## src/rtl/id_ex_ctrl_stage_if.sv

```systemverilog
// ID/EX stage bus: IF/ID-side handshake in, registered EX-side control out.
// The master modport is the stage itself; the slave modport is its environment.
interface id_ex_ctrl_stage_if #(
  parameter int REG_AW  = 5,
  parameter int ALUOP_W = 3
);
  logic [31:0]        instr_i;
  logic               id_valid_i;
  logic               id_ready_o;
  logic               flush_i;
  logic               ex_ready_i;
  logic               ex_valid_o;
  logic               ex_regdst_o;
  logic               ex_alusrc_o;
  logic               ex_branch_o;
  logic               ex_memread_o;
  logic               ex_memwrite_o;
  logic               ex_regwrite_o;
  logic               ex_readdatareg_o;
  logic               ex_jal_o;
  logic [ALUOP_W-1:0] ex_aluop_o;
  logic [1:0]         ex_brtype_o;
  logic [1:0]         ex_memtoreg_o;
  logic [1:0]         ex_jjr_o;
  logic [REG_AW-1:0]  ex_rs_o;
  logic [REG_AW-1:0]  ex_rt_o;
  logic [REG_AW-1:0]  ex_rd_o;
  logic               ex_illegal_o;
  logic               hazard_o;

  modport master (
    input  instr_i, id_valid_i, flush_i, ex_ready_i,
    output id_ready_o, ex_valid_o, ex_regdst_o, ex_alusrc_o, ex_branch_o,
           ex_memread_o, ex_memwrite_o, ex_regwrite_o, ex_readdatareg_o,
           ex_jal_o, ex_aluop_o, ex_brtype_o, ex_memtoreg_o, ex_jjr_o,
           ex_rs_o, ex_rt_o, ex_rd_o, ex_illegal_o, hazard_o
  );

  modport slave (
    output instr_i, id_valid_i, flush_i, ex_ready_i,
    input  id_ready_o, ex_valid_o, ex_regdst_o, ex_alusrc_o, ex_branch_o,
           ex_memread_o, ex_memwrite_o, ex_regwrite_o, ex_readdatareg_o,
           ex_jal_o, ex_aluop_o, ex_brtype_o, ex_memtoreg_o, ex_jjr_o,
           ex_rs_o, ex_rt_o, ex_rd_o, ex_illegal_o, hazard_o
  );
endinterface

```

## src/rtl/id_ex_ctrl_stage.sv

```systemverilog
// Registered MIPS main decoder with valid/ready flow control, load-use interlock and flush.
// Optional stall/bubble counters are built when ID_STALL_CNT_EN is defined.
module id_ex_ctrl_stage #(
  parameter int REG_AW  = 5,
  parameter int ALUOP_W = 3
) (
  input  logic               clk_i,
  input  logic               rst_i,
  id_ex_ctrl_stage_if.master bus
`ifdef ID_STALL_CNT_EN
  ,
  output logic [31:0]        stall_cnt_o,
  output logic [31:0]        bubble_cnt_o
`endif
);

  typedef struct packed {
    logic               regdst;
    logic               alusrc;
    logic               branch;
    logic               memread;
    logic               memwrite;
    logic               regwrite;
    logic               readdatareg;
    logic               jal;
    logic [ALUOP_W-1:0] aluop;
    logic [1:0]         brtype;
    logic [1:0]         memtoreg;
    logic [1:0]         jjr;
    logic               illegal;
    logic [REG_AW-1:0]  rs;
    logic [REG_AW-1:0]  rt;
    logic [REG_AW-1:0]  rd;
  } entry_t;

  logic [5:0]         op;
  logic [5:0]         funct;
  logic [REG_AW-1:0]  rs_f, rt_f, rd_f;
  logic [ALUOP_W-1:0] aluop_f;
  logic [2:0]         aluop3;
  logic               rs_used, rt_used;
  entry_t             dec_base, dec;
  entry_t             entry_q, entry_d;
  logic               valid_q, valid_d;
  logic               advance, hazard;
  logic               unused_shamt;

  assign op           = bus.instr_i[31:26];
  assign funct        = bus.instr_i[5:0];
  assign unused_shamt = &{1'b0, bus.instr_i[10:6]};

  // Register indices and ALU op are zero-extended or truncated to the configured widths.
  if (REG_AW > 5) begin : g_idx_ext
    assign rs_f = {{(REG_AW-5){1'b0}}, bus.instr_i[25:21]};
    assign rt_f = {{(REG_AW-5){1'b0}}, bus.instr_i[20:16]};
    assign rd_f = {{(REG_AW-5){1'b0}}, bus.instr_i[15:11]};
  end else begin : g_idx_trunc
    assign rs_f = bus.instr_i[21 +: REG_AW];
    assign rt_f = bus.instr_i[16 +: REG_AW];
    assign rd_f = bus.instr_i[11 +: REG_AW];
  end

  if (ALUOP_W > 3) begin : g_alu_ext
    assign aluop_f = {{(ALUOP_W-3){1'b0}}, aluop3};
  end else begin : g_alu_trunc
    assign aluop_f = aluop3[ALUOP_W-1:0];
  end

  always_comb begin
    dec_base = '0;
    aluop3   = 3'b000;
    rs_used  = 1'b0;
    rt_used  = 1'b0;
    case (op)
      6'b000000: begin
        dec_base.regdst = 1'b1; dec_base.regwrite = 1'b1; dec_base.memtoreg = 2'b01;
        dec_base.readdatareg = 1'b1; aluop3 = 3'b010;
        if (funct == 6'b001000) dec_base.jjr = 2'b01;
        rs_used = 1'b1; rt_used = 1'b1;
      end
      6'b001000: begin
        dec_base.alusrc = 1'b1; dec_base.regwrite = 1'b1; dec_base.memtoreg = 2'b01;
        dec_base.readdatareg = 1'b1; aluop3 = 3'b110; rs_used = 1'b1;
      end
      6'b000100, 6'b000101, 6'b000111: begin
        dec_base.branch = 1'b1; dec_base.readdatareg = 1'b1; aluop3 = 3'b001;
        dec_base.brtype = (op == 6'b000101) ? 2'b11 : (op == 6'b000111) ? 2'b01 : 2'b00;
        rs_used = 1'b1; rt_used = 1'b1;
      end
      6'b000001: begin
        dec_base.branch = 1'b1; dec_base.brtype = 2'b10; aluop3 = 3'b101; rs_used = 1'b1;
      end
      6'b100011: begin
        dec_base.alusrc = 1'b1; dec_base.regwrite = 1'b1; dec_base.memread = 1'b1;
        dec_base.readdatareg = 1'b1; aluop3 = 3'b110; rs_used = 1'b1;
      end
      6'b101011: begin
        dec_base.alusrc = 1'b1; dec_base.memwrite = 1'b1; dec_base.readdatareg = 1'b1;
        aluop3 = 3'b110; rs_used = 1'b1; rt_used = 1'b1;
      end
      6'b000010: begin
        dec_base.readdatareg = 1'b1; aluop3 = 3'b010; dec_base.jjr = 2'b10;
      end
      6'b000011: begin
        dec_base.regwrite = 1'b1; dec_base.memtoreg = 2'b11; dec_base.jal = 1'b1;
        dec_base.jjr = 2'b10; dec_base.readdatareg = 1'b1; aluop3 = 3'b010;
      end
      default: dec_base.illegal = 1'b1;
    endcase
  end

  always_comb begin
    dec       = dec_base;
    dec.aluop = aluop_f;
    dec.rs    = rs_f;
    dec.rt    = rt_f;
    dec.rd    = rd_f;
  end

  assign hazard = valid_q & entry_q.memread & bus.id_valid_i & (entry_q.rt != '0) &
                  ((rs_used & (entry_q.rt == rs_f)) | (rt_used & (entry_q.rt == rt_f)));
  assign advance = ~valid_q | bus.ex_ready_i;

  always_comb begin
    valid_d = valid_q;
    entry_d = entry_q;
    if (bus.flush_i) begin
      valid_d = 1'b0;
      entry_d = '0;
    end else if (advance) begin
      if (hazard) begin
        valid_d = 1'b0;
        entry_d = '0;
      end else begin
        valid_d = bus.id_valid_i;
        entry_d = bus.id_valid_i ? dec : '0;
      end
    end
  end

  always_ff @(posedge clk_i or negedge rst_i) begin
    if (!rst_i) begin
      valid_q <= 1'b0;
      entry_q <= '0;
    end else begin
      valid_q <= valid_d;
      entry_q <= entry_d;
    end
  end

  assign bus.id_ready_o       = bus.flush_i | (advance & ~hazard);
  assign bus.hazard_o         = hazard;
  assign bus.ex_valid_o       = valid_q;
  assign bus.ex_regdst_o      = entry_q.regdst;
  assign bus.ex_alusrc_o      = entry_q.alusrc;
  assign bus.ex_branch_o      = entry_q.branch;
  assign bus.ex_memread_o     = entry_q.memread;
  assign bus.ex_memwrite_o    = entry_q.memwrite;
  assign bus.ex_regwrite_o    = entry_q.regwrite;
  assign bus.ex_readdatareg_o = entry_q.readdatareg;
  assign bus.ex_jal_o         = entry_q.jal;
  assign bus.ex_aluop_o       = entry_q.aluop;
  assign bus.ex_brtype_o      = entry_q.brtype;
  assign bus.ex_memtoreg_o    = entry_q.memtoreg;
  assign bus.ex_jjr_o         = entry_q.jjr;
  assign bus.ex_rs_o          = entry_q.rs;
  assign bus.ex_rt_o          = entry_q.rt;
  assign bus.ex_rd_o          = entry_q.rd;
  assign bus.ex_illegal_o     = entry_q.illegal;

`ifdef ID_STALL_CNT_EN
  logic [31:0] stall_cnt_q, stall_cnt_d;
  logic [31:0] bubble_cnt_q, bubble_cnt_d;

  always_comb begin
    stall_cnt_d  = stall_cnt_q;
    bubble_cnt_d = bubble_cnt_q;
    if (bus.id_valid_i & ~bus.id_ready_o) stall_cnt_d = stall_cnt_q + 32'd1;
    if (~bus.flush_i & advance & hazard) bubble_cnt_d = bubble_cnt_q + 32'd1;
  end

  always_ff @(posedge clk_i or negedge rst_i) begin
    if (!rst_i) begin
      stall_cnt_q  <= '0;
      bubble_cnt_q <= '0;
    end else begin
      stall_cnt_q  <= stall_cnt_d;
      bubble_cnt_q <= bubble_cnt_d;
    end
  end

  assign stall_cnt_o  = stall_cnt_q;
  assign bubble_cnt_o = bubble_cnt_q;
`endif

endmodule

```

## src/flat_wrapper.sv

```systemverilog
// flat-port wrapper written by rule: the top's interface ports become plain ports
module id_ex_ctrl_stage_flat 
#(
  parameter int REG_AW  = 5,
  parameter int ALUOP_W = 3
)
  (clk_i, rst_i, bus_instr_i, bus_id_valid_i, bus_flush_i, bus_ex_ready_i, bus_id_ready_o, bus_ex_valid_o, bus_ex_regdst_o, bus_ex_alusrc_o, bus_ex_branch_o, bus_ex_memread_o, bus_ex_memwrite_o, bus_ex_regwrite_o, bus_ex_readdatareg_o, bus_ex_jal_o, bus_ex_aluop_o, bus_ex_brtype_o, bus_ex_memtoreg_o, bus_ex_jjr_o, bus_ex_rs_o, bus_ex_rt_o, bus_ex_rd_o, bus_ex_illegal_o, bus_hazard_o);
  id_ex_ctrl_stage_if #(.REG_AW(REG_AW), .ALUOP_W(ALUOP_W)) bus_i ();
  input  logic clk_i;
  input  logic rst_i;
  input wire logic [$bits(bus_i.instr_i)-1:0] bus_instr_i;
  input wire logic [$bits(bus_i.id_valid_i)-1:0] bus_id_valid_i;
  input wire logic [$bits(bus_i.flush_i)-1:0] bus_flush_i;
  input wire logic [$bits(bus_i.ex_ready_i)-1:0] bus_ex_ready_i;
  output wire logic [$bits(bus_i.id_ready_o)-1:0] bus_id_ready_o;
  output wire logic [$bits(bus_i.ex_valid_o)-1:0] bus_ex_valid_o;
  output wire logic [$bits(bus_i.ex_regdst_o)-1:0] bus_ex_regdst_o;
  output wire logic [$bits(bus_i.ex_alusrc_o)-1:0] bus_ex_alusrc_o;
  output wire logic [$bits(bus_i.ex_branch_o)-1:0] bus_ex_branch_o;
  output wire logic [$bits(bus_i.ex_memread_o)-1:0] bus_ex_memread_o;
  output wire logic [$bits(bus_i.ex_memwrite_o)-1:0] bus_ex_memwrite_o;
  output wire logic [$bits(bus_i.ex_regwrite_o)-1:0] bus_ex_regwrite_o;
  output wire logic [$bits(bus_i.ex_readdatareg_o)-1:0] bus_ex_readdatareg_o;
  output wire logic [$bits(bus_i.ex_jal_o)-1:0] bus_ex_jal_o;
  output wire logic [$bits(bus_i.ex_aluop_o)-1:0] bus_ex_aluop_o;
  output wire logic [$bits(bus_i.ex_brtype_o)-1:0] bus_ex_brtype_o;
  output wire logic [$bits(bus_i.ex_memtoreg_o)-1:0] bus_ex_memtoreg_o;
  output wire logic [$bits(bus_i.ex_jjr_o)-1:0] bus_ex_jjr_o;
  output wire logic [$bits(bus_i.ex_rs_o)-1:0] bus_ex_rs_o;
  output wire logic [$bits(bus_i.ex_rt_o)-1:0] bus_ex_rt_o;
  output wire logic [$bits(bus_i.ex_rd_o)-1:0] bus_ex_rd_o;
  output wire logic [$bits(bus_i.ex_illegal_o)-1:0] bus_ex_illegal_o;
  output wire logic [$bits(bus_i.hazard_o)-1:0] bus_hazard_o;
  assign bus_i.instr_i = bus_instr_i;
  assign bus_i.id_valid_i = bus_id_valid_i;
  assign bus_i.flush_i = bus_flush_i;
  assign bus_i.ex_ready_i = bus_ex_ready_i;
  assign bus_id_ready_o = bus_i.id_ready_o;
  assign bus_ex_valid_o = bus_i.ex_valid_o;
  assign bus_ex_regdst_o = bus_i.ex_regdst_o;
  assign bus_ex_alusrc_o = bus_i.ex_alusrc_o;
  assign bus_ex_branch_o = bus_i.ex_branch_o;
  assign bus_ex_memread_o = bus_i.ex_memread_o;
  assign bus_ex_memwrite_o = bus_i.ex_memwrite_o;
  assign bus_ex_regwrite_o = bus_i.ex_regwrite_o;
  assign bus_ex_readdatareg_o = bus_i.ex_readdatareg_o;
  assign bus_ex_jal_o = bus_i.ex_jal_o;
  assign bus_ex_aluop_o = bus_i.ex_aluop_o;
  assign bus_ex_brtype_o = bus_i.ex_brtype_o;
  assign bus_ex_memtoreg_o = bus_i.ex_memtoreg_o;
  assign bus_ex_jjr_o = bus_i.ex_jjr_o;
  assign bus_ex_rs_o = bus_i.ex_rs_o;
  assign bus_ex_rt_o = bus_i.ex_rt_o;
  assign bus_ex_rd_o = bus_i.ex_rd_o;
  assign bus_ex_illegal_o = bus_i.ex_illegal_o;
  assign bus_hazard_o = bus_i.hazard_o;
  id_ex_ctrl_stage #(.REG_AW(REG_AW), .ALUOP_W(ALUOP_W)) u_core (.clk_i(clk_i), .rst_i(rst_i), .bus(bus_i));
endmodule
```

## config.mk

```make
export PLATFORM = sky130hd
export DESIGN_NAME = id_ex_ctrl_stage_flat
export DESIGN_NICKNAME = d
export VERILOG_FILES = /design/src/rtl/id_ex_ctrl_stage_if.sv /design/src/rtl/id_ex_ctrl_stage.sv /design/src/flat_wrapper.sv
export SDC_FILE = /design/constraint.sdc
export NUM_CORES = 1
export LEC_CHECK = 0
export ABC_AREA = 1
export ABC_CLOCK_PERIOD_IN_PS = 1800
export BUFFER_PORTS_ARGS = -buffer_cell sky130_fd_sc_hd__buf_4
export CAP_MARGIN = 0
export CORE_ASPECT_RATIO = 0.8
export CORE_MARGIN = 8
export CORE_UTILIZATION = 50
export DETAILED_ROUTE_END_ITERATION = 10
export PLACE_DENSITY = 0.77
export SLEW_MARGIN = 25
export SYNTH_ARGS = -nofsm -noshare
export SYNTH_HDL_FRONTEND = slang
export SYNTH_SLANG_ARGS = --single-unit
```

## constraint.sdc

```tcl
create_clock -name clk_i -period 1.8 [get_ports clk_i]
set_input_delay 0.18 -clock clk_i [delete_from_list [all_inputs] [get_ports clk_i]]
set_output_delay 0.18 -clock clk_i [all_outputs]
set_load 0.02 [all_outputs]
```

# [Word level (Yosys, flattened, before mapping)]
# Index checks and enable logic that the tools add are counted.
[totals] in_bits=37 regBits=34 output_inout_bits=36
[classes] n_mux=25 bitwise=12 reduce_logical=14 n_eq_ne=12
[ops] op="33-bit two-way mux" n=4
[ops] op="6-bit by 3-bit == test with 1-bit output (second input constant)" n=3
[ops] op="1-bit two-way mux" n=16
[ops] op="6-bit by 2-bit == test with 1-bit output (second input constant)" n=2
[ops] op="6-bit by 4-bit == test with 1-bit output (second input constant)" n=2
[ops] op="6-bit == test (second input constant)" n=2
[ops] op="2-bit one-hot mux with 2 select lines" n=3
[ops] op="3-bit one-hot mux with 4 select lines" n=1
[ops] op="5-bit == test" n=2
[ops] op="10-bit OR reduction" n=1
[ops] op="3-bit OR reduction" n=3
[ops] op="9-bit OR reduction" n=1
[ops] op="4-bit OR reduction" n=2
[ops] op="8-bit OR reduction" n=1
[ops] op="1-bit AND" n=7
[ops] op="6-bit by 1-bit == test with 1-bit output (second input constant)" n=1
[ops] op="6-bit logical NOT" n=1
[ops] op="5-bit nonzero test" n=1
[ops] op="5-bit OR reduction" n=1
[ops] op="2-bit OR reduction" n=2
[ops] op="1-bit bitwise OR" n=3
[ops] op="2-bit two-way mux" n=1
[ops] op="1-bit inverter" n=2
[ops] op="2-bit nonzero test" n=1

# [Depth between registers and ports, before layout]
[logic_depth] word_depth=9 mapped_depth=12

# [Worst setup path after synthesis]
# No wires, ideal clock.
[synth_timing] path_kind="reg2out" startpoint="register u_core.entry_q, in the netlist u_core.bus.ex_rt_o[4]" endpoint="output bus_id_ready_o" path_stages_with_launch=11 t_arrival_ns=1.569 slack_ns=0.051 required_ns=1.620 cell_sequence="dfrtp_1 inv_1 or2_2 nand4_1 nor2_1 nand2_1 nand2_1 nand2_2 buf_6 inv_2 o21ai_2"
[synth_via] elab_chain_len=7
[synth_lines] element="from (decl)" line="id_ex_ctrl_stage.sv:43" text="entry_t entry_q, entry_d;"
[synth_lines] element="from (signal assigned)" line="id_ex_ctrl_stage.sv:147" text="entry_q <= entry_d;"
[synth_lines] element="5-bit == test" line="id_ex_ctrl_stage.sv:121" text="((rs_used & (entry_q.rt == rs_f)) | (rt_used & (entry_q.rt == rt_f)));"
[synth_lines] element="1-bit AND" line="id_ex_ctrl_stage.sv:121"
[synth_lines] element="1-bit bitwise OR" line="id_ex_ctrl_stage.sv:121"
[synth_lines] element="1-bit AND *" line="id_ex_ctrl_stage.sv:120" text="assign hazard = valid_q & entry_q.memread & bus.id_valid_i & (entry_q.rt != '0) &"
[synth_lines] element="via bus_hazard_o" line="flat_wrapper.sv:33" text="output wire logic [$bits(bus_i.hazard_o)-1:0] bus_hazard_o;"
[synth_lines] element="1-bit inverter *" line="id_ex_ctrl_stage.sv:151" text="assign bus.id_ready_o = bus.flush_i | (advance & ~hazard);"
[synth_lines] element="1-bit AND *" line="id_ex_ctrl_stage.sv:151"
[synth_lines] element="1-bit bitwise OR *" line="id_ex_ctrl_stage.sv:151"
[synth_lines] element="to (decl)" line="flat_wrapper.sv:15" text="output wire logic [$bits(bus_i.id_ready_o)-1:0] bus_id_ready_o;"
# The timed path passes the listed nets; every way through them passes the cells marked *.

# [Final worst setup path]
[layout_timing] startpoint="register u_core.entry_q, in the netlist u_core.bus.ex_rt_o[0]" endpoint="output bus_id_ready_o"
[layout_via] elab_chain_len=7
[layout_lines] element="5-bit == test" line="id_ex_ctrl_stage.sv:121"
[layout_lines] element="1-bit AND" line="id_ex_ctrl_stage.sv:121"
[layout_lines] element="1-bit bitwise OR" line="id_ex_ctrl_stage.sv:121"
[layout_lines] element="1-bit AND *" line="id_ex_ctrl_stage.sv:120"
[layout_lines] element="1-bit inverter *" line="id_ex_ctrl_stage.sv:151"
[layout_lines] element="1-bit AND *" line="id_ex_ctrl_stage.sv:151"
[layout_lines] element="1-bit bitwise OR *" line="id_ex_ctrl_stage.sv:151"
# Every way passes the cells marked *; elsewhere a longest branch is shown, timed or not.

==> flow_summary.toml <==
[run_status]
outcome = "finished with violations"
violations = "setup timing"

[synth]
syn-num-nets = 331
synth.most_common_cell = "nand2_1"
syn-cell-area_um2 = 2030
yosys-top-cells-area = "dfrtp_1 (41%), nand2_1 (20%), nand4_1 (9.3%), inv_1 (7.0%), nor2_1 (4.4%)"
synth_top_flop_cell = "dfrtp_1"
yosysTopAreaCellShare_pct = 40.7
synth.distinct_cells = 28
ys_warn_count = 0
synth.largest_area_cell = "dfrtp_1"
synth_seq_cells = 33
postSynth.asyncResetShare_pct = 100
synthCells = 294
ys_seq_area_share_pct = 40.7
synth_commonest_cells = "nand2_1 (107), inv_1 (38), dfrtp_1 (33)"
synth_edf_count = 0
avgSynthCellArea_um2 = 6.89

[critical_path]
crit_family = "simple AND/OR/NAND/NOR gates"
arrival_ns = 1.64
crit_path_max_incr_delay_ns = 0.45
cp_cell_sequence = "nand2_1 -> nand2_1 -> nor2_1 -> nand2_1 -> nor2_1 -> nand2_1 -> nand2_1 -> nand2_2 -> inv_2 -> o21ai_2 -> buf_6"
cp.required_ns = 1.62
worstSetupStartpointType = "register"
crit_top_cell = "nand2_1"
crit_path_max_fanout = 6
end_kind = "primary output"
path_class = "register to primary output"
cp_num_buf_inv = 2
slowest_stage = "dfrtp_2"

[layout]
ff_latch_area_um2 = 828
multi_input_area_um2 = 962
drive_above_1_share_pct = 28.3
n_antenna_cell = 0
syn_to_final_growth_pct = 35.2
fin_nets = 403
fillers = 346

[timing]
fmax_mhz = 550
drv_slew = 0
rsz0062_at_grt = "yes"
setup_viol = 1
hold_viol = 0
slew_headroom_pct = 72.0
holdWs_ns = 0.0953
tightest_slew_ns = 0.420
period_needed_ns = 1.82
post-route-period-util_pct = 101
fin_ws_ns = -0.0166
finalSetupTns_ns = -0.0166
finalClockSkew_ns = 0.00626

[global_route]
use_met2_pct = 28.7
grt_pass1_wl_mm = 9.14
grt_pass1_vias = 1996
globalRouteMet1Util_pct = 23.1
antenna_found_initial = 0
top_usage_layer = "met2"
use_met3_pct = 4.50
grt_usage_pct = 18.1
grt_max_degree = 34
grt.overflow.total = 0

[place]
io_buffers = 67
gp_congestion = 0.897
dp_hpwl_mm = 3.98

[routing]
drc = 0
drt_wl_total_mm = 5.64
firstDrtPassIters = 4
via_per_inst = 5.00
vias = 2112
drtAntennaViolNets = 0
drt_iter0_drc = 134
avgRoutedWirePerCell_um = 13.4

[clocking]
cts_root_buffer = "clkbuf_8"
ctsLongestPathBuffers = 2
clkTransAtPathRegs_ns = 0.06
numCtsBuffers = 5
clk_latency_ns = 0.29
cts_tree = "yes"
htree_levels = 2
clkSinkCount = 33

[job]
max-cap-violations = 0

[power_and_ir_drop]
p_per_area_nw_per_um2 = 661
irDropWorstVdd_uv = 615
leakagePower_nw = 1.67

[floorplanning]
die_area_um2 = 6360
die_w_um = 87.2
num_rows = 20
die_h_um = 73.0
core_um2 = 3850
ios = 73
start_util_pct = 52.6

[worst_hold_path]
hold_class = "input pin to register"
sequential cells by signal, indices dropped and copies added, names as in the netlist, 2 cells and up:
signal                  cells
u_core.bus.ex_jjr_o         2
u_core.bus.ex_rs_o          5
u_core.bus.ex_rd_o          5
u_core.bus.ex_aluop_o       3
u_core.bus.ex_rt_o          5
u_core.bus.ex_brtype_o      2
metal layers:
layer  wire, um  vias up  part of all wire, %
met5          0        -                    0
met4         82        0                  1.5
met3        445        6                  7.9
met2       2550       79                   45
met1       2570      955                   45
li1           -     1072                    -
layout make-up:
class	count	area share [%]
Clock inverter	1	1.10
Timing Repair Buffer	80	22.3
Inverter	41	5.62
Tap cell	55	2.51
Multi-Input combinational cell	205	35.1
Clock buffer	7	3.15
Sequential cell	33	30.2
worst paths after layout:
path | from | end | slack (ns) | depth (start not counted)
worst max register to register | u_core.bus.ex_rt_o[0] | u_core.bus.ex_rs_o[3] | 0.14 | 12
max in group asynchronous | rst_i | u_core.bus.ex_rt_o[1] | 1.10 | 2
worst min-delay path | bus_flush_i | u_core.bus.ex_jal_o | 0.1 | 2
min in group asynchronous | rst_i | u_core.bus.ex_rd_o[0] | 0.37 | 2
worst max-delay path | u_core.bus.ex_rt_o[0] | bus_id_ready_o | -0.02 | 11
worst min register to register | u_core.bus.ex_rs_o[4] | u_core.bus.ex_rs_o[4] | 0.48 | 2
timing repair:
| item | 4_1_cts | 5_1_grt |
|---|---|---|
| endpoints found under the setup margin | 2 | 26 |
| buffers inserted | 3 | 2 |
| hold buffers | 1 | 0 |
| resized for setup | 3 | 4 |
| pin swaps | 7 | 4 |
| hold endpoints to repair | 33 | 0 |
cells by family after synthesis:
family	synth area share [%]
DFF	40.7
xor gates and xnor gates	2.16
buffers and inverters	11.9
AOI/OAI and AO/OA	2.10
and+or+nand+nor	43.1
stage by stage:
stage | power, mW | cell area [um^2] | worst slack (ns) | utilization, % | std cells
after global routing | 1.89 | 2740 | -0.147 | 71.1 | 422
after detailed placement | 1.10 | 2560 | 0.206 | 66.5 | 408
after global placement | 1.09 | 2560 | 0.219 | 66.5 | 408
final | 1.81 | 2740 | -0.0166 | 71.1 | 422
after floorplan | 0.951 | 2030 | 0.0508 | - | 294
after CTS | 1.82 | 2720 | -0.0416 | 70.6 | 420
cell usage in the layout (no fill, tap or decap), types with 2 or more instances in the layout:
cell	Yosys	final
o21ai_0	3	2
buf_6	3	2
nor2_1	24	23
nand2_1	107	107
inv_2	2	3
nor2_2	5	6
inv_1	38	37
clkbuf_8	0	6
dfrtp_1	33	31
xnor2_1	5	5
nor3_1	3	3
buf_4	1	77
nand2_2	2	2
dfrtp_2	0	2
a21oi_1	2	2
nand4_1	30	30
nand3_1	15	15
power by group:
| part | switching (mW) | internal [mW] |
|---|---|---|
| Combinational | 0.180 | 0.133 |
| Sequential | 0.0179 | 0.764 |
| Clock | 0.265 | 0.451 |
| Total | 0.463 | 1.35 |
Note: power is estimated with default switching activity, not from simulation.
